==> src/rtl/config_mac_pipelined.sv <==
// Signed multiply-accumulate with 1/2/4 runtime-selectable lanes and a two-stage valid/ready pipeline.
// Stage 1 registers the lane products; stage 2 folds them into the per-lane wrapping accumulators.
module config_mac_pipelined #(
    parameter int WIDTH     = 8,
    parameter int ACC_WIDTH = 32
) (
    input  logic                   clk_i,
    input  logic                   rst_i,
    input  logic                   in_valid_i,
    output logic                   in_ready_o,
    input  logic [WIDTH-1:0]       multiplier_i,
    input  logic [WIDTH-1:0]       multiplicand_i,
    input  logic [1:0]             mode_i,
    input  logic                   accumulate_i,
    output logic                   out_valid_o,
    input  logic                   out_ready_i,
    output logic [2*WIDTH-1:0]     product_o,
    output logic [ACC_WIDTH-1:0]   acc_o,
    output logic [1:0]             mode_o
);

    localparam int PW   = 2 * WIDTH;
    localparam int HALF = WIDTH / 2;
    localparam int QTR  = WIDTH / 4;
    localparam int AH   = ACC_WIDTH / 2;
    localparam int AQ   = ACC_WIDTH / 4;

    logic                 s1ValidReg;
    logic [PW-1:0]        s1ProductReg;
    logic [1:0]           s1ModeReg;
    logic                 s1AccumulateReg;
    logic                 s2ValidReg;
    logic [PW-1:0]        productReg;
    logic [ACC_WIDTH-1:0] accReg;
    logic [1:0]           modeReg;

    logic                 s1Advance;
    logic                 s2Advance;
    logic [1:0]           modeIn;
    logic [PW-1:0]        prodFull;
    logic [PW-1:0]        prodHalf;
    logic [PW-1:0]        prodQtr;
    logic [PW-1:0]        productNext;
    logic                 restart;
    logic [ACC_WIDTH-1:0] accFullNext;
    logic [ACC_WIDTH-1:0] accHalfNext;
    logic [ACC_WIDTH-1:0] accQtrNext;
    logic [ACC_WIDTH-1:0] accNext;

    assign s2Advance  = !s2ValidReg || out_ready_i;
    assign s1Advance  = !s1ValidReg || s2Advance;
    assign in_ready_o = s1Advance;

    // Mode 11 is folded into 00 at the input so everything downstream sees three modes.
    assign modeIn = (mode_i == 2'b11) ? 2'b00 : mode_i;

    assign prodFull = PW'(signed'(multiplier_i)) * PW'(signed'(multiplicand_i));

    generate
        for (genvar gi = 0; gi < 2; gi++) begin : gHalfMul
            logic signed [HALF-1:0] a;
            logic signed [HALF-1:0] b;
            assign a = multiplier_i[gi*HALF +: HALF];
            assign b = multiplicand_i[gi*HALF +: HALF];
            assign prodHalf[gi*WIDTH +: WIDTH] = WIDTH'(a) * WIDTH'(b);
        end
        for (genvar gi = 0; gi < 4; gi++) begin : gQtrMul
            logic signed [QTR-1:0] a;
            logic signed [QTR-1:0] b;
            assign a = multiplier_i[gi*QTR +: QTR];
            assign b = multiplicand_i[gi*QTR +: QTR];
            assign prodQtr[gi*HALF +: HALF] = HALF'(a) * HALF'(b);
        end
    endgenerate

    always_comb begin
        productNext = prodFull;
        case (modeIn)
            2'b01:   productNext = prodHalf;
            2'b10:   productNext = prodQtr;
            default: productNext = prodFull;
        endcase
    end

    // modeReg doubles as the accumulators' stored mode: it is the mode of the last result in S2.
    assign restart = !(s1AccumulateReg && (s1ModeReg == modeReg));

    assign accFullNext = (restart ? '0 : accReg) + ACC_WIDTH'(signed'(s1ProductReg));

    generate
        for (genvar gi = 0; gi < 2; gi++) begin : gHalfAcc
            assign accHalfNext[gi*AH +: AH] = (restart ? '0 : accReg[gi*AH +: AH])
                                            + AH'(signed'(s1ProductReg[gi*WIDTH +: WIDTH]));
        end
        for (genvar gi = 0; gi < 4; gi++) begin : gQtrAcc
            assign accQtrNext[gi*AQ +: AQ] = (restart ? '0 : accReg[gi*AQ +: AQ])
                                           + AQ'(signed'(s1ProductReg[gi*HALF +: HALF]));
        end
    endgenerate

    always_comb begin
        accNext = accFullNext;
        case (s1ModeReg)
            2'b01:   accNext = accHalfNext;
            2'b10:   accNext = accQtrNext;
            default: accNext = accFullNext;
        endcase
    end

    always_ff @(posedge clk_i or posedge rst_i) begin
        if (rst_i) begin
            s1ValidReg      <= 1'b0;
            s1ProductReg    <= '0;
            s1ModeReg       <= 2'b00;
            s1AccumulateReg <= 1'b0;
        end else if (s1Advance) begin
            s1ValidReg <= in_valid_i;
            if (in_valid_i) begin
                s1ProductReg    <= productNext;
                s1ModeReg       <= modeIn;
                s1AccumulateReg <= accumulate_i;
            end
        end
    end

    always_ff @(posedge clk_i or posedge rst_i) begin
        if (rst_i) begin
            s2ValidReg <= 1'b0;
            productReg <= '0;
            accReg     <= '0;
            modeReg    <= 2'b00;
        end else if (s2Advance) begin
            s2ValidReg <= s1ValidReg;
            if (s1ValidReg) begin
                productReg <= s1ProductReg;
                accReg     <= accNext;
                modeReg    <= s1ModeReg;
            end
        end
    end

    assign out_valid_o = s2ValidReg;
    assign product_o   = productReg;
    assign acc_o       = accReg;
    assign mode_o      = modeReg;

endmodule
==> config.mk <==
export PLATFORM = sky130hd
export DESIGN_NAME = config_mac_pipelined
export DESIGN_NICKNAME = d
export VERILOG_FILES = /design/src/rtl/config_mac_pipelined.sv
export SDC_FILE = /design/constraint.sdc
export NUM_CORES = 1
export LEC_CHECK = 0
export BUFFER_PORTS_ARGS = -buffer_cell sky130_fd_sc_hd__buf_2
export CAP_MARGIN = 20
export CORE_ASPECT_RATIO = 0.9
export CORE_UTILIZATION = 28
export CTS_CLUSTER_SIZE = 12
export DETAILED_ROUTE_END_ITERATION = 8
export SKIP_CTS_REPAIR_TIMING = 1
export SYNTH_ARGS = -nofsm -noshare
export SYNTH_HDL_FRONTEND = slang
export SYNTH_SLANG_ARGS = --single-unit
==> constraint.sdc <==
create_clock -name clk_i -period 3.6 [get_ports clk_i]
set_input_delay 0.36 -clock clk_i [delete_from_list [all_inputs] [get_ports clk_i]]
set_output_delay 0.36 -clock clk_i [all_outputs]
set_load 0.05 [all_outputs]
# Yosys cells after proc, flatten, opt, wreduce, memory -nomap -nowiden
# Cells that the tools add are included.
word_totals:
  elab_cells: 45
  inputBits: 23
  regBits: 71
op_classes:
  add_sub_neg: 7
  n_mul: 7
  reduce_logical: 7
  n_eq_ne: 6
  muxes: 10
op_table:
  columns: ["op", "n"]
  rows:
  - ["$pmux W32 S2", 1]
  - ["$add A16 B16 Y16", 2]
  - ["$add A32 B32 Y32", 1]
  - ["$add A8 B8 Y8", 4]
  - ["$mux W16", 2]
  - ["$mux W32", 1]
  - ["$mux W8", 4]
  - ["$pmux W16 S2", 1]
  - ["$mul A2 B2 Y4", 4]
  - ["$mul A4 B4 Y8", 2]
  - ["$mul A8 B8 Y16", 1]
  - ["$eq A2 B2 Y1 const B", 3]
  - ["$eq A2 B1 Y1 const B", 2]
  - ["$reduce_and A2 Y1", 2]
  - ["$eq A2 B2 Y1", 1]
  - ["$logic_not A1 Y1", 2]
  - ["$logic_or A1 B1 Y1", 2]
  - ["$mux W2", 1]
  - ["$logic_and A1 B1 Y1", 1]

# Logic depth before layout (Yosys ltp)
# Gate-level depths: netlist of run 1.
logic_depth:
  ltp_word: 5
  depth_mapped: 22

# Worst setup path after synthesis of run 1
# OpenSTA, ideal clock, no wires.
synth_timing:
  path_kind: "input to register"
  start: "input multiplier_i[1]"
  end: "register s1ProductReg[14]"
  setup_slack_ns: -0.873
  path_stages: 18
  n_path_buf: 1
  t_required_ns: 3.469
  arrival_time_ns: 4.342
  cell_sequence: "clkbuf_1 nand2_1 fa_1 fa_1 inv_1 fa_1 inv_1 fa_1 inv_1 ha_1 o21ai_0 a21oi_1 o211a_1 o21ai_1 a21oi_1 or3_1 a31oi_1 o21ai_1"
synth_between:
  elab_chain_cells: 2
synth_lines:
  columns: ["item", "line_no", "rtl"]
  rows:
  - ["from (decl)", "11", "input logic [WIDTH-1:0] multiplier_i,"]
  - ["$mul A8 B8 Y16", "57", "assign prodFull = PW'(signed'(multiplier_i)) * PW'(signed'(multiplicand_i));"]
  - ["$pmux W16 S2", "78", "case (modeIn)"]
  - ["to (signal assigned)", "119", "s1ProductReg <= productNext;"]
  - ["to (decl)", "29", "logic [PW-1:0] s1ProductReg;"]
# Every way passes these cells.
# A chain may end at the register's enable or synchronous reset.

# Worst setup path in the final report of run 1
layout_timing:
  start: "input multiplier_i[3]"
  end: "register s1ProductReg[14]"
# The elaborated chain is that of the path after synthesis.

==> impl_metrics.ini, run 1 <==
[pwr]
p_sw_share_pct = 50.3
power.net_switching_w = 0.00432
seq_power_share_pct = 17.1
p_total_w = 0.00858
static-leakage-power_nw = 6.31
power.density_cell_area_nw_per_um2 = 670
irDropWorstVdd_v = 0.000264
clock_power_share_pct = 11.9
internal_power_w = 0.00427
share_comb_of_total_power_pct = 70.9

[logic_synthesis]
post_synth_instance_area_um2 = 10000
synth_seq_cells = 71
synthTopCellsByArea = sky130_fd_sc_hd__dfrtp_1 18%, sky130_fd_sc_hd__fa_1 16%, sky130_fd_sc_hd__ha_1 15%, sky130_fd_sc_hd__inv_1 5.6%, sky130_fd_sc_hd__xnor2_1 5.3%
dominantRegCellSynth = sky130_fd_sc_hd__dfrtp_1
synth_common_cells = 148 x sky130_fd_sc_hd__inv_1, 134 x sky130_fd_sc_hd__nand2_1, 118 x sky130_fd_sc_hd__ha_1, 78 x sky130_fd_sc_hd__a21oi_1, 78 x sky130_fd_sc_hd__fa_1
synth_most_common_cell = sky130_fd_sc_hd__inv_1
netlist.area_leader.share_pct = 17.8
yosys.cell_types.count = 64
synth_enable_flop_cells = 0
yosysWarnings = 0
synth_sequential_area_ratio_pct = 17.8
synth_nets = 1403
synth_area_leader_cell = sky130_fd_sc_hd__dfrtp_1
synth.avg_cell_area_um2 = 8.45
synth_cells = 1184
asyncSetResetFlopFracSynth_pct = 100

[drt]
wirelength_per_cell_um = 16.3
drt_iter0_drc = 500
met1_wire_length_um = 14400
met2RoutedLength_um = 13100
detail_route.wirelength_um = 29900
route.detailed.vias_per_inst = 4.88
antenna_violating_nets_post_route = 0
detailroute.via_count = 8975
detail_route.first_pass.iterations = 5
routed.top_layer = met4
drc = 0
routed-wl-met3_um = 1710

[flow_run]
maxCapViolations = 0

[floorplanning]
core_area_um2 = 35100
die-area_um2 = 36500
core.rowCount = 65
die_width_um = 201
io-pin-count = 75
effective_utilization_at_floorplan_pct = 28.5
die_h_um = 181

[global_route]
vias_in_the_first_global_route = 9186
grt-ovfl-total = 0
maximum_number_of_pins_on_one_net_before_global_route_repair = 54
grt_usage_pct = 16.7
grt_first_pass_wirelength_um = 48900
grt_antenna_before_repair = 1

[worst_setup_path]
cp_max_fo = 6
critical_path_arrival_ps = 4210
crit_path_start_kind = primary input
reg2reg_to = acc_o[28]
critPathKind = in -> reg
timing.reg2reg.setup_slack_ps = 20
ff2ff_path_depth = 15
endpoint_kind = register
critPathMostFrequentCell = sky130_fd_sc_hd__fa_1
worstPathRequired_ps = 3810
worstPathCellList = buf_12, buf_6, and2_4, fa_1, fa_1, fa_1, inv_2, fa_1, inv_2, ha_4, inv_2, a21oi_2, o211a_1, o21ai_2, a21oi_2, or3_1, a31oi_1, o21ai_1
stage_delay_of_the_slowest_cell_on_the_critical_path_ps = 560
critical-path-slowest-cell = sky130_fd_sc_hd__fa_1
regToRegStartpoint = mode_o[1]

[final_layout]
finish.net_count = 1582
stdcell_area_um2 = 12800
final_layout_size_suffix_gt1_share_pct = 25.5
flow.area_growth_from_synthesis_pct = 28.0

[timing]
finClkSkew_ps = 7.43
slew_violations = 0
finalHoldViolCount = 0
setup_viol = 8
worst_slew_margin_rel_pct = 40.6
setup_ws_ps = -403
worst_slew_pin_slew_ps = 891
finalCritPeriodShare_pct = 111
finalSetupTns_ps = -2250
final_period_minus_worst_setup_slack_ps = 4000
fmaxAchievable_mhz = 250
rsz_0062_raised_after_global_routing = true
hold-worst-slack_ps = 236

[min_path]
hold-path-cell-count = 2
hp-class = in -> reg
hold_path_end = s1ValidReg
worstHoldStart = in_valid_i

[clocking]
cts_inserted_buffers = 9
ctsLongestPathBuffers = 2
clkTransAtPathRegs_ps = 60
clock_tree.htree_level_count = 3
clkSinkCount = 71
ctsRootBufferMaster = sky130_fd_sc_hd__clkbuf_16
clock_insertion_delay_worst_skew_ps = 350
cts_tree = built

[outcome]
violations = negative setup slack
run_status = finished with violations

[placement]
placed_area_um2 = 11900
place.port_buffers = 74
hpwl_um = 23700
gp_routability_congestion = 0.910
through the flow:
stage | setup WS, ps | utilization (%) | cells
2_1_floorplan | -492 | - | 1184
3_3_place_gp | -798 | 33.8 | 1807
3_5_place_dp | -851 | 33.8 | 1807
4_1_cts | -493 | 34.8 | 1823
5_1_grt | -565 | 36.4 | 1837
6_report | -403 | 36.4 | 1838
cell type report:
type / instances / area [um2]
Antenna cell: 1 / 2.50
Clock buffer: 10 / 239
Clock inverter: 6 / 91.3
Fill cell: 3603 / 22300
Inverter: 148 / 561
Multi-Input combinational cell: 925 / 8010
Sequential cell: 71 / 1780
Tap cell: 469 / 587
Timing Repair Buffer: 208 / 1540
worst max-delay path: cells and delay by family:
| family | cells | cell delay, ps |
|---|---|---|
| AOI/OAI and AO/OA | 6 | 760 |
| adders and majority gates | 5 | 2280 |
| buffers and inverters | 5 | 370 |
| and+or+nand+nor | 2 | 430 |
layout by cell type, fill, tap and decap left out, types with 9 or more instances in the layout:
cell and count:
sky130_fd_sc_hd__a211oi_1 12, sky130_fd_sc_hd__a21o_1 33, sky130_fd_sc_hd__a21oi_1 66, sky130_fd_sc_hd__a21oi_2 11
sky130_fd_sc_hd__a221oi_1 16, sky130_fd_sc_hd__a22oi_1 13, sky130_fd_sc_hd__a31oi_1 9, sky130_fd_sc_hd__and2_1 54
sky130_fd_sc_hd__and2_4 17, sky130_fd_sc_hd__buf_2 61, sky130_fd_sc_hd__buf_4 128, sky130_fd_sc_hd__buf_6 11
sky130_fd_sc_hd__clkbuf_16 9, sky130_fd_sc_hd__dfrtp_1 69, sky130_fd_sc_hd__fa_1 73, sky130_fd_sc_hd__ha_1 95
sky130_fd_sc_hd__ha_4 17, sky130_fd_sc_hd__inv_1 133, sky130_fd_sc_hd__inv_2 13, sky130_fd_sc_hd__nand2_1 127
sky130_fd_sc_hd__nand2b_1 16, sky130_fd_sc_hd__nor2_1 59, sky130_fd_sc_hd__nor3_1 13, sky130_fd_sc_hd__o21a_1 9
sky130_fd_sc_hd__o21ai_0 38, sky130_fd_sc_hd__o21ai_1 17, sky130_fd_sc_hd__o21bai_1 12, sky130_fd_sc_hd__xnor2_1 59
sky130_fd_sc_hd__xor2_1 30
cells by family after synthesis:
| family | after synthesis | share of synthesized area (%) |
|---|---|---|
| buffers and inverters | 188 | 7.11 |
| adders and majority gates | 196 | 30.4 |
| AOI/OAI and AO/OA | 299 | 20.5 |
| xor gates and xnor gates | 90 | 7.88 |
| DFF | 71 | 17.8 |
| muxes | 3 | 0.325 |
| and+or+nand+nor | 337 | 16.0 |
worst max path at each step:
stage,start,to,slack (ps),depth (start not counted)
final,multiplier_i[3],s1ProductReg[14],-400,18
after global routing,multiplier_i[3],s1ProductReg[14],-560,18
after CTS,multiplicand_i[4],s1ProductReg[14],-490,19
after detailed placement,multiplicand_i[4],s1ProductReg[14],-850,19
after global placement,multiplier_i[7],s1ProductReg[14],-800,19
after floorplan,multiplier_i[1],s1ProductReg[14],-490,19
power groups by stage:
stage	sequential, W	clock (W)	combinational [W]
global route	0.00151	0.00108	0.00673
CTS	0.00145	0.00104	0.00581
detailed placement	0.00146	0	0.00577
global placement	0.00146	0	0.00569
floorplan	0.00211	0	0.00341
finish	0.00147	0.00102	0.00609
flip-flops by register name, indices dropped and copies added, names as in the netlist:
register	flops
out_valid_o	1
s1AccumulateReg	1
product_o	16
mode_o	2
s1ValidReg	1
s1ModeReg	2
acc_o	32
s1ProductReg	16
metal layers:
metal  GRT usage [%]  vias up
met5               0        -
met4            5.24        0
met3            3.08       45
met2            25.8      224
met1            23.4     4323
li1                -     4383
No activity file was read; power rests on OpenSTA's default activity.
==> run 2: changes to the inputs <==
--- a/config.mk
+++ b/config.mk
@@ -9,6 +9,7 @@
 export CAP_MARGIN = 20
 export CORE_ASPECT_RATIO = 0.9
 export CORE_UTILIZATION = 28
+export CTS_BUF_LIST = sky130_fd_sc_hd__clkbuf_2
 export CTS_CLUSTER_SIZE = 12
 export DETAILED_ROUTE_END_ITERATION = 8
 export SKIP_CTS_REPAIR_TIMING = 1
==> run 2 against run 1 <==
Compared with the run above:
- the run still ends with negative setup slack left
- critical endpoint unchanged
- clock power down 43%
- sequential cell count unchanged
- register-to-register slack better by 20 ps
- non-clock buffer count unchanged
- first-iteration DRC count up 9.6%
- cell area down 1.5%
- maximum frequency up 7.8%
- power down 4.4%
- via count up 0.79%
- cell count about the same
- core utilization down 0.53 points
- sequential share of layout area up 0.21 points
==> impl_metrics.ini, run 2 (same netlist as run 1, synthesis figures left out) <==
[clocking]
clock_tree.htree_level_count = 3
ctsLongestPathBuffers = 2
cts_inserted_buffers = 9
clkSinkCount = 71
clkTransAtPathRegs_ps = 220
ctsRootBufferMaster = sky130_fd_sc_hd__clkbuf_2
cts_tree = built
clock_insertion_delay_worst_skew_ps = 620

[drt]
detail_route.first_pass.iterations = 7
route.detailed.vias_per_inst = 4.92
detail_route.wirelength_um = 29900
wirelength_per_cell_um = 16.2
drt_iter0_drc = 548
drc = 0
detailroute.via_count = 9046
antenna_violating_nets_post_route = 0

[outcome]
run_status = finished with violations
violations = negative setup slack

[placement]
place.port_buffers = 74
hpwl_um = 23700
dpl_cells = 1807
gp_routability_congestion = 0.910

[floorplanning]
io-pin-count = 75
die_width_um = 201
die-area_um2 = 36500
die_h_um = 181
core.rowCount = 65
effective_utilization_at_floorplan_pct = 28.5
core_area_um2 = 35100

[worst_setup_path]
regToRegStartpoint = mode_o[0]
critPathKind = in -> reg
crit_path_start_kind = primary input
endpoint_kind = register
worstPathRequired_ps = 4080
critical-path-slowest-cell = sky130_fd_sc_hd__fa_1
critical_path_arrival_ps = 4200
stage_delay_of_the_slowest_cell_on_the_critical_path_ps = 530
timing.reg2reg.setup_slack_ps = 40
ff2ff_path_depth = 16
cp_max_fo = 8
reg2reg_to = acc_o[30]
critPathMostFrequentCell = sky130_fd_sc_hd__fa_1
worstPathCellList = buf_6, and2_4, fa_1, inv_1, fa_1, inv_1, fa_1, inv_1, fa_1, inv_2, ha_4, o21ai_4, a21oi_2, o211a_1, o21ai_2, a21oi_2, or3_1, a31oi_1, o21ai_1

[min_path]
hp-class = in -> reg
hold_path_end = s1ProductReg[0]
worstHoldStart = multiplicand_i[0]
hold-path-cell-count = 4

[pwr]
static-leakage-power_nw = 6.22
power.density_cell_area_nw_per_um2 = 650
irDropWorstVdd_v = 0.000266

[timing]
setup_ws_ps = -114
fmaxAchievable_mhz = 269
final_period_minus_worst_setup_slack_ps = 3710
finalSetupTns_ps = -218
finClkSkew_ps = 29.8
setup_viol = 3
finalHoldViolCount = 0
worst_slew_margin_rel_pct = 39.1
rsz_0062_raised_after_global_routing = true
worst_slew_pin_slew_ps = 914
slew_violations = 0
finalCritPeriodShare_pct = 103
hold-worst-slack_ps = 128

[final_layout]
finish.net_count = 1582
layoutNonFillerInstCount = 1839
mostFrequentLayoutCell = sky130_fd_sc_hd__inv_1
most-common-layout-cells = 133 x sky130_fd_sc_hd__inv_1, 127 x sky130_fd_sc_hd__nand2_1, 125 x sky130_fd_sc_hd__buf_4, 95 x sky130_fd_sc_hd__ha_1, 73 x sky130_fd_sc_hd__fa_1
flow.area_growth_from_synthesis_pct = 26.2
largest_reg_flops = 32
final_layout_size_suffix_gt1_share_pct = 25.6

[flow_run]
maxCapViolations = 0

[global_route]
maximum_number_of_pins_on_one_net_before_global_route_repair = 54
grt_first_pass_wirelength_um = 48900
grt_antenna_before_repair = 2
grt_usage_pct = 16.6
grt-ovfl-total = 0
vias_in_the_first_global_route = 9155
## run 2: area by class of cell
type                            instances  area (um2)
Fill cell                            3646       22500
Multi-Input combinational cell        925        8020
Sequential cell                        71        1780
Timing Repair Buffer                  208        1520
Tap cell                              469         587
Inverter                              148         563
Clock inverter                          7        95.1
Clock buffer                            9        45.0
Antenna cell                            2        5.00
## run 2: where the power goes
part           internal, W  switching, W
clock             0.000233      0.000348
combinational      0.00258       0.00358
sequential         0.00108      0.000383
## run 2: worst max path at each step
| stage | start | endpoint | slack, ps |
|---|---|---|---|
| finish | multiplicand_i[4] | s1ProductReg[14] | -110 |
| floorplan | multiplier_i[1] | s1ProductReg[14] | -490 |
| global placement | multiplier_i[7] | s1ProductReg[14] | -800 |
| detailed placement | multiplicand_i[4] | s1ProductReg[14] | -850 |
| CTS | multiplicand_i[4] | s1ProductReg[14] | -170 |
| global route | multiplier_i[7] | s1ProductReg[14] | -230 |
## run 2: per-stage QoR
stage	setup slack, ps	total power, W	cell area, um2	utilization (%)
floorplan	-492	0.00552	10200	-
global placement	-798	0.00715	11900	33.8
detailed placement	-851	0.00723	11900	33.8
CTS	-174	0.00786	12000	34.2
global route	-231	0.00893	12600	35.9
finish	-114	0.00820	12600	35.9
## run 2: metal layers
layer	wire (um)	up-vias	global-route usage, %
li1	-	4377	-
met1	14600	4411	23.4
met5	0	-	0
met2	13100	221	26.2
met3	1610	37	2.96
met4	553	0	4.30
## run 2: worst max-delay path: cells and delay by family
family                   cells  cell delay [ps]
AO/OA/AOI/OAI                7              860
buffers and inverters        5              320
adder cells (fa/ha/maj)      5             2210
AND/OR/NAND/NOR              2              460
